--- src/rtl/bin2bcd_seq_if.sv ---
// Start/busy/done handshake and result bus of the sequential binary-to-BCD converter.
// The controller drives the master side; the converter implements the slave side.
interface bin2bcd_seq_if #(
  parameter int unsigned BIN_W  = 16,
  parameter int unsigned DIGITS = 5
);
  logic                  start;
  logic [BIN_W-1:0]      bin_in;
  logic                  busy;
  logic                  done;
  logic [4*DIGITS-1:0]   bcd_out;
  logic                  overflow;

  modport master (
    output start, bin_in,
    input  busy, done, bcd_out, overflow
  );

  modport slave (
    input  start, bin_in,
    output busy, done, bcd_out, overflow
  );
endinterface

--- src/rtl/bin2bcd_seq.sv ---
// Sequential double-dabble binary-to-BCD converter, one binary bit per clock.
// Result and overflow are published with a one-cycle done pulse and held until the next one.
module bin2bcd_seq #(
  parameter int unsigned BIN_W  = 16,
  parameter int unsigned DIGITS = 5
) (
  input  logic          clk,
  input  logic          rst,
  bin2bcd_seq_if.slave  bus
);

  localparam int unsigned BCD_W = 4 * DIGITS;
  localparam int unsigned CNT_W = $clog2(BIN_W + 1);

  typedef enum logic {
    IDLE,
    SHIFT
  } state_t;

  state_t             state_q, state_d;
  logic [BIN_W-1:0]   sh_q, sh_d;
  logic [BCD_W-1:0]   work_q, work_d;
  logic [CNT_W-1:0]   cnt_q, cnt_d;
  logic               ovf_q, ovf_d;
  logic [BCD_W-1:0]   out_q, out_d;
  logic               out_ovf_q, out_ovf_d;
  logic               done_q, done_d;

  logic [BCD_W-1:0]   corr;
  logic [BCD_W-1:0]   shifted;
  logic               carry;

  // Add-3 correction on every digit, then shift in the next binary bit.
  // A 1 leaving the top digit means the value no longer fits in DIGITS digits.
  always_comb begin
    corr = '0;
    for (int unsigned i = 0; i < DIGITS; i++) begin
      if (work_q[4*i +: 4] >= 4'd5) begin
        corr[4*i +: 4] = work_q[4*i +: 4] + 4'd3;
      end else begin
        corr[4*i +: 4] = work_q[4*i +: 4];
      end
    end
    shifted = {corr[BCD_W-2:0], sh_q[BIN_W-1]};
    carry   = corr[BCD_W-1];
  end

  always_comb begin
    state_d   = state_q;
    sh_d      = sh_q;
    work_d    = work_q;
    cnt_d     = cnt_q;
    ovf_d     = ovf_q;
    out_d     = out_q;
    out_ovf_d = out_ovf_q;
    done_d    = 1'b0;

    case (state_q)
      IDLE: begin
        if (bus.start) begin
          sh_d    = bus.bin_in;
          work_d  = '0;
          ovf_d   = 1'b0;
          cnt_d   = CNT_W'(BIN_W);
          state_d = SHIFT;
        end
      end
      SHIFT: begin
        work_d = shifted;
        sh_d   = sh_q << 1;
        ovf_d  = ovf_q | carry;
        cnt_d  = cnt_q - CNT_W'(1);
        if (cnt_q == CNT_W'(1)) begin
          out_d     = shifted;
          out_ovf_d = ovf_q | carry;
          done_d    = 1'b1;
          state_d   = IDLE;
        end
      end
      default: state_d = IDLE;
    endcase
  end

  always_ff @(posedge clk) begin
    if (rst) begin
      state_q   <= IDLE;
      sh_q      <= '0;
      work_q    <= '0;
      cnt_q     <= '0;
      ovf_q     <= 1'b0;
      out_q     <= '0;
      out_ovf_q <= 1'b0;
      done_q    <= 1'b0;
    end else begin
      state_q   <= state_d;
      sh_q      <= sh_d;
      work_q    <= work_d;
      cnt_q     <= cnt_d;
      ovf_q     <= ovf_d;
      out_q     <= out_d;
      out_ovf_q <= out_ovf_d;
      done_q    <= done_d;
    end
  end

  assign bus.busy     = (state_q == SHIFT);
  assign bus.done     = done_q;
  assign bus.bcd_out  = out_q;
  assign bus.overflow = out_ovf_q;

endmodule

--- src/flat_wrapper.sv ---
// flat-port wrapper written by rule: the top's interface ports become plain ports
module bin2bcd_seq_flat 
#(
  parameter int unsigned BIN_W  = 16,
  parameter int unsigned DIGITS = 5
)
  (clk, rst, bus_start, bus_bin_in, bus_busy, bus_done, bus_bcd_out, bus_overflow);
  bin2bcd_seq_if #(.BIN_W(BIN_W), .DIGITS(DIGITS)) bus_i ();
  input  logic clk;
  input  logic rst;
  input wire logic [$bits(bus_i.start)-1:0] bus_start;
  input wire logic [$bits(bus_i.bin_in)-1:0] bus_bin_in;
  output wire logic [$bits(bus_i.busy)-1:0] bus_busy;
  output wire logic [$bits(bus_i.done)-1:0] bus_done;
  output wire logic [$bits(bus_i.bcd_out)-1:0] bus_bcd_out;
  output wire logic [$bits(bus_i.overflow)-1:0] bus_overflow;
  assign bus_i.start = bus_start;
  assign bus_i.bin_in = bus_bin_in;
  assign bus_busy = bus_i.busy;
  assign bus_done = bus_i.done;
  assign bus_bcd_out = bus_i.bcd_out;
  assign bus_overflow = bus_i.overflow;
  bin2bcd_seq #(.BIN_W(BIN_W), .DIGITS(DIGITS)) u_core (.clk(clk), .rst(rst), .bus(bus_i));
endmodule
--- config.mk ---
export PLATFORM = sky130hd
export DESIGN_NAME = bin2bcd_seq_flat
export DESIGN_NICKNAME = d
export VERILOG_FILES = /design/src/rtl/bin2bcd_seq_if.sv /design/src/rtl/bin2bcd_seq.sv /design/src/flat_wrapper.sv
export SDC_FILE = /design/constraint.sdc
export NUM_CORES = 1
export LEC_CHECK = 0
export ABC_AREA = 1
export BUFFER_PORTS_ARGS = -buffer_cell sky130_fd_sc_hd__buf_2
export CORE_ASPECT_RATIO = 1.4
export CORE_MARGIN = 3
export CORE_UTILIZATION = 59
export CTS_BUF_LIST = sky130_fd_sc_hd__clkbuf_8
export DETAILED_ROUTE_END_ITERATION = 8
export HOLD_SLACK_MARGIN = 0.1
export PLACE_DENSITY = 0.91
export SETUP_SLACK_MARGIN = 0.2
export SLEW_MARGIN = 25
export SYNTH_ARGS = -nofsm -noshare
export SYNTH_HDL_FRONTEND = slang
export SYNTH_SLANG_ARGS = --single-unit
--- constraint.sdc ---
create_clock -name clk -period 1.7 [get_ports clk]
set_clock_uncertainty 0.1 [all_clocks]
set_input_delay 0.17 -clock clk [delete_from_list [all_inputs] [get_ports clk]]
set_output_delay 0.17 -clock clk [all_outputs]
set_load 0.005 [all_outputs]
# Yosys cells after proc, flatten, opt, wreduce, memory -nomap -nowiden
# Cells that the tools add are included.
# word_totals
register_bits	65
input_bits	19
output_inout_bits	23
word_cells	42
# op_classes
add_sub_neg	6
magnitude_cmp	5
n_eq_ne	2
n_mux	17
n_bitwise	2
reduce_logical	2
# op_table
op	count
one-hot mux 20 bit (2 select lines)	1
one-hot mux 16 bit (2 select lines)	1
adder 4 x 2 -> 4 bit (second input constant)	5
greater-or-equal comparator 4 x 3 -> 1 bit (second input constant)	5
2-to-1 mux 20 bit	1
2-to-1 mux 4 bit	5
2-to-1 mux 16 bit	1
one-hot mux 5 bit (2 select lines)	1
== test 5 x 1 -> 1 bit (second input constant)	1
2-to-1 mux 5 bit	1
subtractor 5 x 1 -> 5 bit (second input constant)	1
2-to-1 mux 1 bit	4
one-hot mux 1 bit (2 select lines)	2
!= test 2 bit (second input constant)	1
AND reduction 2 bit	1
OR reduction 2 bit	1
NOT 1 bit	1
OR 1 bit	1

# Logic depth before layout (Yosys ltp)
# Gate-level depths: netlist (run 1).
# logic_depth
depth_word	4
mapped_depth	9

# Worst setup path after synthesis (run 1)
# No wires, ideal clock.
# synth_timing
kind	flip-flop to flip-flop
from	reg u_core.work_q[12]
to	reg u_core.work_q[13]
arrival_time_ps	1107
required_time_ps	1468
setup_slack_ps	361
path_stages_with_launch	9
n_path_buf	0
period_less_slack_ps	1339
path_cell_list	dfxtp_1 > inv_1 > ha_1 > inv_1 > nand2_1 > nand3_1 > nand2_1 > nand3_1 > a21oi_1
# synth_between
elab_chain_len	3
elab_cells_between_ends	4
classes_between	add/sub: 1; order compare: 1; mux: 2
# synth_lines
item	line_no	text
start: declaration	bin2bcd_seq.sv:22	logic [BCD_W-1:0] work_q, work_d;
start signal: assignment	bin2bcd_seq.sv:97	work_q <= work_d;
adder 4 x 2 -> 4 bit or greater-or-equal comparator 4 x 3 -> 1 bit (tied branches)	bin2bcd_seq.sv:39, bin2bcd_seq.sv:38	
2-to-1 mux 4 bit (*)	bin2bcd_seq.sv:38	if (work_q[4*i +: 4] >= 4'd5) begin
one-hot mux 20 bit (2 select lines) (*)	bin2bcd_seq.sv:58	case (state_q)
# Mark *: on every way between the ends. The rest lies on a longest branch, timed or not.
# A chain may end at the register's enable or synchronous reset.

# Final worst setup path (run 1)
# layout_timing
from	reg u_core.work_q[13]
to	reg u_core.work_q[13]
# layout_between
elab_chain_len	3
# layout_lines
item	line_no
greater-or-equal comparator 4 x 3 -> 1 bit	bin2bcd_seq.sv:38
2-to-1 mux 4 bit	bin2bcd_seq.sv:38
one-hot mux 20 bit (2 select lines)	bin2bcd_seq.sv:58
# No other way between the ends.

==> results of run 1 <==
==> critical path: stages (launching register included) <==
cell     delay, ns
dfxtp_1       0.32
inv_1         0.14
ha_1          0.18
inv_1         0.06
nand2_1       0.12
nand3_2       0.13
nand2_2       0.10
nand3_1       0.07
a21oi_1       0.14
==> where the power goes <==
group / internal [W] / switching (W)
clock: 0.000577 / 0.000531
combinational: 0.000120 / 0.000163
sequential: 0.00156 / 0.0000294
==> synth_stat cells, drive strengths merged <==
| master | n | share of area (%) |
|---|---|---|
| nand4 | 11 | 2.2 |
| nor2 | 5 | 1.1 |
| nor3 | 1 | 0.33 |
| o21a | 1 | 0.24 |
| nand3 | 45 | 8.5 |
| clkbuf | 4 | 0.49 |
| dfxtp | 65 | 42 |
| inv | 43 | 5.3 |
| a21oi | 37 | 6.0 |
| nand2 | 170 | 21 |
| a22oi | 9 | 2.2 |
| nor2b | 1 | 0.20 |
| o21ai | 9 | 1.5 |
| buf | 14 | 3.7 |
| ha | 12 | 4.9 |
| or2 | 1 | 0.20 |
==> repair_timing <==
item                                    in CTS  in global routing
pin swaps                                    0                  1
hold buffers                                18                  0
hold endpoints to repair                    19                  0
gates cloned                                 0                  0
endpoints found under the setup margin       3                 39
resized for setup                            3                 16
buffers inserted                             0                  4
==> flip-flops by register name, summed over array words and instances (netlist names) <==
signal,count
u_core.bus.bcd_out,20
u_core.bus.busy,1
u_core.bus.done,1
u_core.bus.overflow,1
u_core.cnt_q,5
u_core.ovf_q,1
u_core.sh_q,16
u_core.work_q,20
==> per-stage QoR <==
stage	utilization, %	total power [W]
CTS	73.6	0.00298
floorplan	-	0.00179
finish	75.0	0.00298
global placement	66.6	0.00184
global route	75.0	0.00310
detailed placement	66.6	0.00185
==> worst min-delay path by stage <==
| stage | cells past startpoint | slack (ns) | to |
|---|---|---|---|
| 2_1_floorplan | 2 | 0.21 | u_core.sh_q[0] |
| 3_3_place_gp | 2 | 0.32 | u_core.bus.bcd_out[19] |
| 3_5_place_dp | 2 | 0.33 | u_core.bus.bcd_out[3] |
| 4_1_cts | 2 | 0.34 | u_core.bus.bcd_out[3] |
| 5_1_grt | 2 | 0.36 | u_core.bus.bcd_out[4] |
| 6_report | 2 | 0.34 | u_core.bus.bcd_out[3] |
==> layout make-up <==
class                   instances  area share [%]
clock buffers                  11            4.08
clock inverters                 3           0.303
inverters                      43            4.41
multi-input cells             302            40.5
flip-flops and latches         65            35.4
well taps                      64            2.16
repair buffers                 71            13.1
==> cells by family (layout without fill, tap and decap cells) <==
kind of cell	Yosys count	in the layout
adder cells (fa/ha/maj)	12	12
AND/OR/NAND/NOR	234	234
buffers and inverters	61	128
AO/OA/AOI/OAI	56	56
flip-flops	65	65
==> per-layer routing <==
metal | GRT usage [%] | routed length (um) | vias up
li1 | - | - | 1503
met1 | 28.2 | 2850 | 1383
met2 | 45.0 | 3860 | 104
met3 | 7.55 | 361 | 27
met4 | 12.0 | 248 | 0
met5 | 0 | 0 | -
==> results.py, run 1 <==
metrics = {
    "outcome": {
        "status": "completed",
    },
    "timing": {
        "hold_ws_ns": 0.340,
        "setup_viol": 0,
        "slew_headroom_pct": 77.4,
        "fin_ws_ns": 0.263,
        "slew_viol_final": 0,
        "min_period_over_period_pct": 84.5,
        "fin_setup_tns_ns": 0,
        "max_freq_mhz": 696,
        "grt_setup_unrepaired": "true",
        "max_slew.worst_pin.slew_ns": 0.335,
        "final_hold_viol_count": 0,
        "min_period_ns": 1.44,
    },
    "clock_tree": {
        "cts-buffers-inserted": 9,
        "clk_pin_slew_ns": 0.06,
        "clkLatencyLatePin_ns": 0.34,
        "htree_levels": 3,
        "cts_root_buffer": "clkbuf_8",
        "clk_path_buf_depth": 2,
        "clock-sinks": 65,
        "cts_tree": "done",
    },
    "power": {
        "powerDensity_mw_per_mm2": 802,
        "leakagePower_nw": 1.88,
        "ir_drop_uv": 567,
    },
    "detailed_routing": {
        "drtAntennaViolNets": 0,
        "finalWirelength_um": 7320,
        "wl_per_cell_um": 13.1,
        "vias": 3017,
        "firstDrtPassIters": 5,
        "drt_drc_violations_left": 0,
        "drt_iter0_drc": 195,
        "avgViaCountPerCell": 5.40,
    },
    "setup_path": {
        "cp_data_arrival_time_ns": 1.61,
        "path_class": "reg2reg",
        "end_kind": "flop",
        "required_ns": 1.87,
        "startpoint": "u_core.work_q[13]",
        "r2r_cells": 8,
        "r2r_slack_ns": 0.26,
        "startpoint_type": "flop",
        "reg2reg_from": "u_core.work_q[13]",
        "r2r-end": "u_core.work_q[13]",
        "cp_max_fo": 4,
        "cp-endpoint": "u_core.work_q[13]",
    },
    "synthesis": {
        "syn_area_mm2": 0.00307,
        "syn-num-nets": 459,
        "synthMuxAreaShare_pct": 0,
        "synth_cells": 428,
        "yosysWarnings": 0,
        "synth-simple-area-share_pct": 33.3,
        "yosysUniqueCellTypes": 22,
        "synth_compound_area_share_pct": 9.94,
        "syn_avg_cell_area_um2": 7.18,
        "ys_seq_area_share_pct": 42.4,
        "synth_xor_area_share_pct": 0,
        "synth.ff_latch_count": 65,
        "synth_top_family_by_area": "simple AND/OR/NAND/NOR gates",
        "synth_fa_ha_area_share_pct": 4.89,
    },
    "grt": {
        "grt_pass1_wl_um": 12500,
        "antenna_found_initial": 0,
        "track_usage_pct": 26.0,
        "grt_overflow": 0,
        "grt_max_degree": 28,
        "grt_pass1_vias": 2939,
    },
    "cells_and_area": {
        "ff_latch_area_mm2": 0.00132,
        "fillCellCount": 389,
        "multiInputGateArea_mm2": 0.00151,
        "synthToLayoutAreaGrowth_pct": 20.9,
        "layout-drive-gt1-share_pct": 18.6,
        "postLayoutCellArea_mm2": 0.00371,
        "layout_common_cells": "nand2_1, dfxtp_1, inv_1",
        "instances_no_fill": 559,
        "finalNetCount": 523,
        "layout_commonest_cell": "nand2_1",
        "n_antenna_cell": 0,
    },
    "die": {
        "rows": 30,
        "die_h_um": 91.4,
        "die_area_mm2": 0.00612,
        "initial_utilization_pct": 62.0,
        "die_w_um": 67.0,
        "core_mm2": 0.00495,
        "boundaryPins": 42,
    },
    "place": {
        "place_ws_ns": 0.187,
        "io_buffers": 41,
        "gp_congestion": 0.871,
        "dp_hpwl_um": 4520,
        "place_area_mm2": 0.00330,
        "placedCellCount": 523,
    },
    "hold_path": {
        "worstHoldStart": "u_core.bus.bcd_out[3]",
        "hp-class": "reg2reg",
    },
    "flow_run": {
        "drv_cap": 0,
    },
}
Power figures use the tool's default switching activity.
==> run 2, diff against run 1 <==
Clock period 1.7 ns to 1.4 ns, I/O delays scaled along.
==> results.py, run 2 <==
metrics = {
    "place": {
        "placedCellCount": 523,
        "dp_hpwl_um": 4470,
        "gp_congestion": 0.806,
        "place_area_mm2": 0.00340,
        "io_buffers": 41,
    },
    "synthesis": {
        "synth-edff-count": 0,
        "ys_seq_area_share_pct": 42.4,
        "synth.top_cell.area_share_pct": 42.4,
        "synth_top_cell_by_area": "dfxtp_1",
        "syn-num-nets": 459,
        "synthMostInstantiatedCell": "nand2_1",
        "synth.ff_latch_count": 65,
        "ys.flop_type": "dfxtp_1",
        "yosysWarnings": 0,
        "netlist_top_cells_count": "nand2_1, dfxtp_1, inv_1",
        "yosysUniqueCellTypes": 22,
        "syn_area_mm2": 0.00307,
        "syn_avg_cell_area_um2": 7.18,
        "synth_cells": 428,
        "async_flop_share_pct": 0,
        "synthTopCellsByArea": "dfxtp_1, nand2_1, nand3_1, a21oi_1, ha_1",
    },
    "clock_tree": {
        "cts_root_buffer": "clkbuf_8",
        "cts-buffers-inserted": 9,
        "htree_levels": 3,
        "clk_path_buf_depth": 2,
        "clock-sinks": 65,
    },
    "die": {
        "die_h_um": 91.4,
        "rows": 30,
        "boundaryPins": 42,
        "die_w_um": 67.0,
        "initial_utilization_pct": 62.0,
    },
    "outcome": {
        "stop_stage": "global routing",
        "status": "stopped before the end",
        "firstError": "[ERROR GRT-0232] Routing congestion too high. Check the congestion heatmap in the GUI.",
    },
    "grt": {
        "grt_overflow": 288,
        "track_usage_pct": 87.3,
        "grt_max_degree": 29,
    },
    "timing": {
        "grt-worst-endpoint": "u_core.work_q[9]$_SDFFE_PP0P_/D",
        "endpoint_type": "register data pin",
    },
}
==> run 2: through the flow <==
stage,util (%),worst slack (ns)
2_1_floorplan,-,0.206
3_3_place_gp,68.7,0.115
4_1_cts,87.0,0.112
3_5_place_dp,68.7,0.0535
==> run 2: per-layer routing <==
metal | overflow | GRT usage [%]
met1 | 0 | 81.3
met2 | 204 | 109
met3 | 0 | 65.2
met4 | 84 | 99.3
met5 | 0 | 9.62
==> run 2: repair_timing <==
action,4_1_cts
hold buffers,18
gates cloned,1
setup buffers,22
pin swaps,38
endpoints found under the setup margin,62
gates resized for setup,93
endpoints found under the hold margin,22
==> run 2: kinds of logic after synthesis <==
logic type,Yosys count,synth area share [%]
flops,65,42.4
fa+ha+maj,12,4.89
buf+inv,61,9.49
simple gates,234,33.3
compound gates,56,9.94
==> run 3, diff against run 2 <==
Settings changed: CORE_ASPECT_RATIO 1.4 to unset, CORE_UTILIZATION 59 to 40, CTS_BUF_LIST sky130_fd_sc_hd__clkbuf_8 to unset, HOLD_SLACK_MARGIN 0.1 to unset, PLACE_DENSITY 0.91 to unset, PLACE_DENSITY_LB_ADDON set to 0.15, SETUP_SLACK_MARGIN 0.2 to unset.
==> results.py, run 3 (synthesized netlist as in run 1, its figures left out) <==
metrics = {
    "outcome": {
        "status": "completed",
    },
    "detailed_routing": {
        "drt_iter0_drc": 87,
        "drt_drc_violations_left": 0,
        "vias": 2853,
        "firstDrtPassIters": 6,
        "avgViaCountPerCell": 4.73,
        "wl_per_cell_um": 11.4,
        "finalWirelength_um": 6890,
        "drtAntennaViolNets": 0,
    },
    "clock_tree": {
        "cts-buffers-inserted": 9,
        "cts_root_buffer": "clkbuf_8",
        "clock-sinks": 65,
        "clk_path_buf_depth": 2,
        "clkLatencyLatePin_ns": 0.33,
        "htree_levels": 3,
        "cts_tree": "done",
        "clk_pin_slew_ns": 0.06,
    },
    "hold_path": {
        "holdPathStages": 5,
        "hp-class": "in2reg",
        "hold_end": "u_core.sh_q[15]",
        "worstHoldStart": "bus_bin_in[15]",
    },
    "setup_path": {
        "r2r_slack_ns": 0.05,
        "startpoint_type": "flop",
        "reg2reg_from": "u_core.work_q[16]",
        "r2r-end": "u_core.bus.bcd_out[17]",
        "path_class": "reg2reg",
        "cp_data_arrival_time_ns": 1.48,
        "r2r_cells": 7,
        "end_kind": "flop",
        "cp_max_fo": 4,
        "required_ns": 1.53,
    },
    "timing": {
        "grt_setup_unrepaired": "true",
        "slew_viol_final": 0,
        "max_freq_mhz": 738,
        "fin_setup_tns_ns": 0,
        "min_period_over_period_pct": 96.7,
        "slew_headroom_pct": 81.2,
        "min_period_ns": 1.35,
        "final_hold_viol_count": 0,
        "setup_viol": 0,
        "max_slew.worst_pin.slew_ns": 0.282,
    },
    "place": {
        "gp_congestion": 0.857,
        "io_buffers": 41,
        "dp_hpwl_um": 4690,
    },
    "grt": {
        "grt_pass1_vias": 2655,
        "grt_overflow": 0,
        "track_usage_pct": 16.1,
        "antenna_found_initial": 0,
        "grt_pass1_wl_um": 11400,
        "grt_max_degree": 24,
    },
    "power": {
        "leakagePower_nw": 1.97,
        "powerDensity_mw_per_mm2": 905,
        "ir_drop_uv": 614,
    },
    "cells_and_area": {
        "layout-drive-gt1-share_pct": 29.0,
        "layout_commonest_cell": "nand2_1",
        "final_util_pct": 53.6,
        "synthToLayoutAreaGrowth_pct": 28.6,
        "finalNetCount": 533,
        "n_antenna_cell": 0,
        "layout_common_cells": "nand2_1, dfxtp_1, buf_2",
    },
    "flow_run": {
        "drv_cap": 0,
    },
    "die": {
        "initial_utilization_pct": 41.7,
        "die_w_um": 93.6,
        "core_mm2": 0.00737,
        "rows": 31,
        "die_h_um": 93.6,
        "die_area_mm2": 0.00877,
        "boundaryPins": 42,
    },
}
## run 3: how the worst max path moves through the flow
stage                            startpoint                      to  slack, ns
after floorplan           u_core.work_q[12]       u_core.work_q[13]       0.06
final                     u_core.work_q[16]  u_core.bus.bcd_out[17]       0.05
after global routing       u_core.work_q[1]        u_core.work_q[2]      -0.03
after global placement     u_core.work_q[8]  u_core.bus.bcd_out[10]      -0.01
after detailed placement   u_core.work_q[4]        u_core.work_q[5]      -0.02
after CTS                  u_core.work_q[4]        u_core.work_q[5]      0.008
## run 3: power by group
part           switching, W  internal [W]  total [W]
combinational      0.000189      0.000154   0.000343
sequential        0.0000364       0.00190    0.00193
clock              0.000640      0.000660    0.00130
total              0.000865       0.00271    0.00357
## run 3: cell type report
cell class                      count  area (um^2)
Timing Repair Buffer               81          588
Inverter                           43          161
Fill cell                         741         3420
Sequential cell                    65         1320
Clock inverter                      1         5.00
Multi-Input combinational cell    302         1610
Tap cell                           99          124
Clock buffer                       12          145
## run 3: worst max-delay path, cell delays in order, from the launching register on
cell     delay (ns)
dfxtp_2        0.33
buf_4          0.14
ha_1           0.20
nand2_2        0.11
nand4_1        0.12
buf_4          0.15
nand3_2        0.06
nand2_1        0.04
## run 3: metal layers
metal / up-vias / track usage, % / wire length (um)
met1: 1272 / 19.8 / 3220
li1: 1522 / - / -
met5: - / 0 / 0
met3: 10 / 5.15 / 286
met2: 49 / 27.0 / 3290
met4: 0 / 4.81 / 85
## run 3: what timing repair did
item / CTS / global route
setup endpoints to repair: 15 / 41
resized for setup: 8 / 57
hold buffers: 15 / 0
pin swaps: 0 / 10
hold endpoints to repair: 15 / 0
buffers inserted: 0 / 1
## run 3: per-stage QoR
step                      instance area [um^2]  hold WS, ns  total power [W]  std cells  setup WS [ns]
after floorplan                           3070        0.183          0.00218        428         0.0610
after global placement                    3490        0.291          0.00228        574        -0.0130
after detailed placement                  3490        0.292          0.00228        574        -0.0212
after CTS                                 3810      0.00173          0.00363        602        0.00831
after global routing                      3950       0.0331          0.00376        603        -0.0315
final                                     3950       0.0162          0.00357        603         0.0456
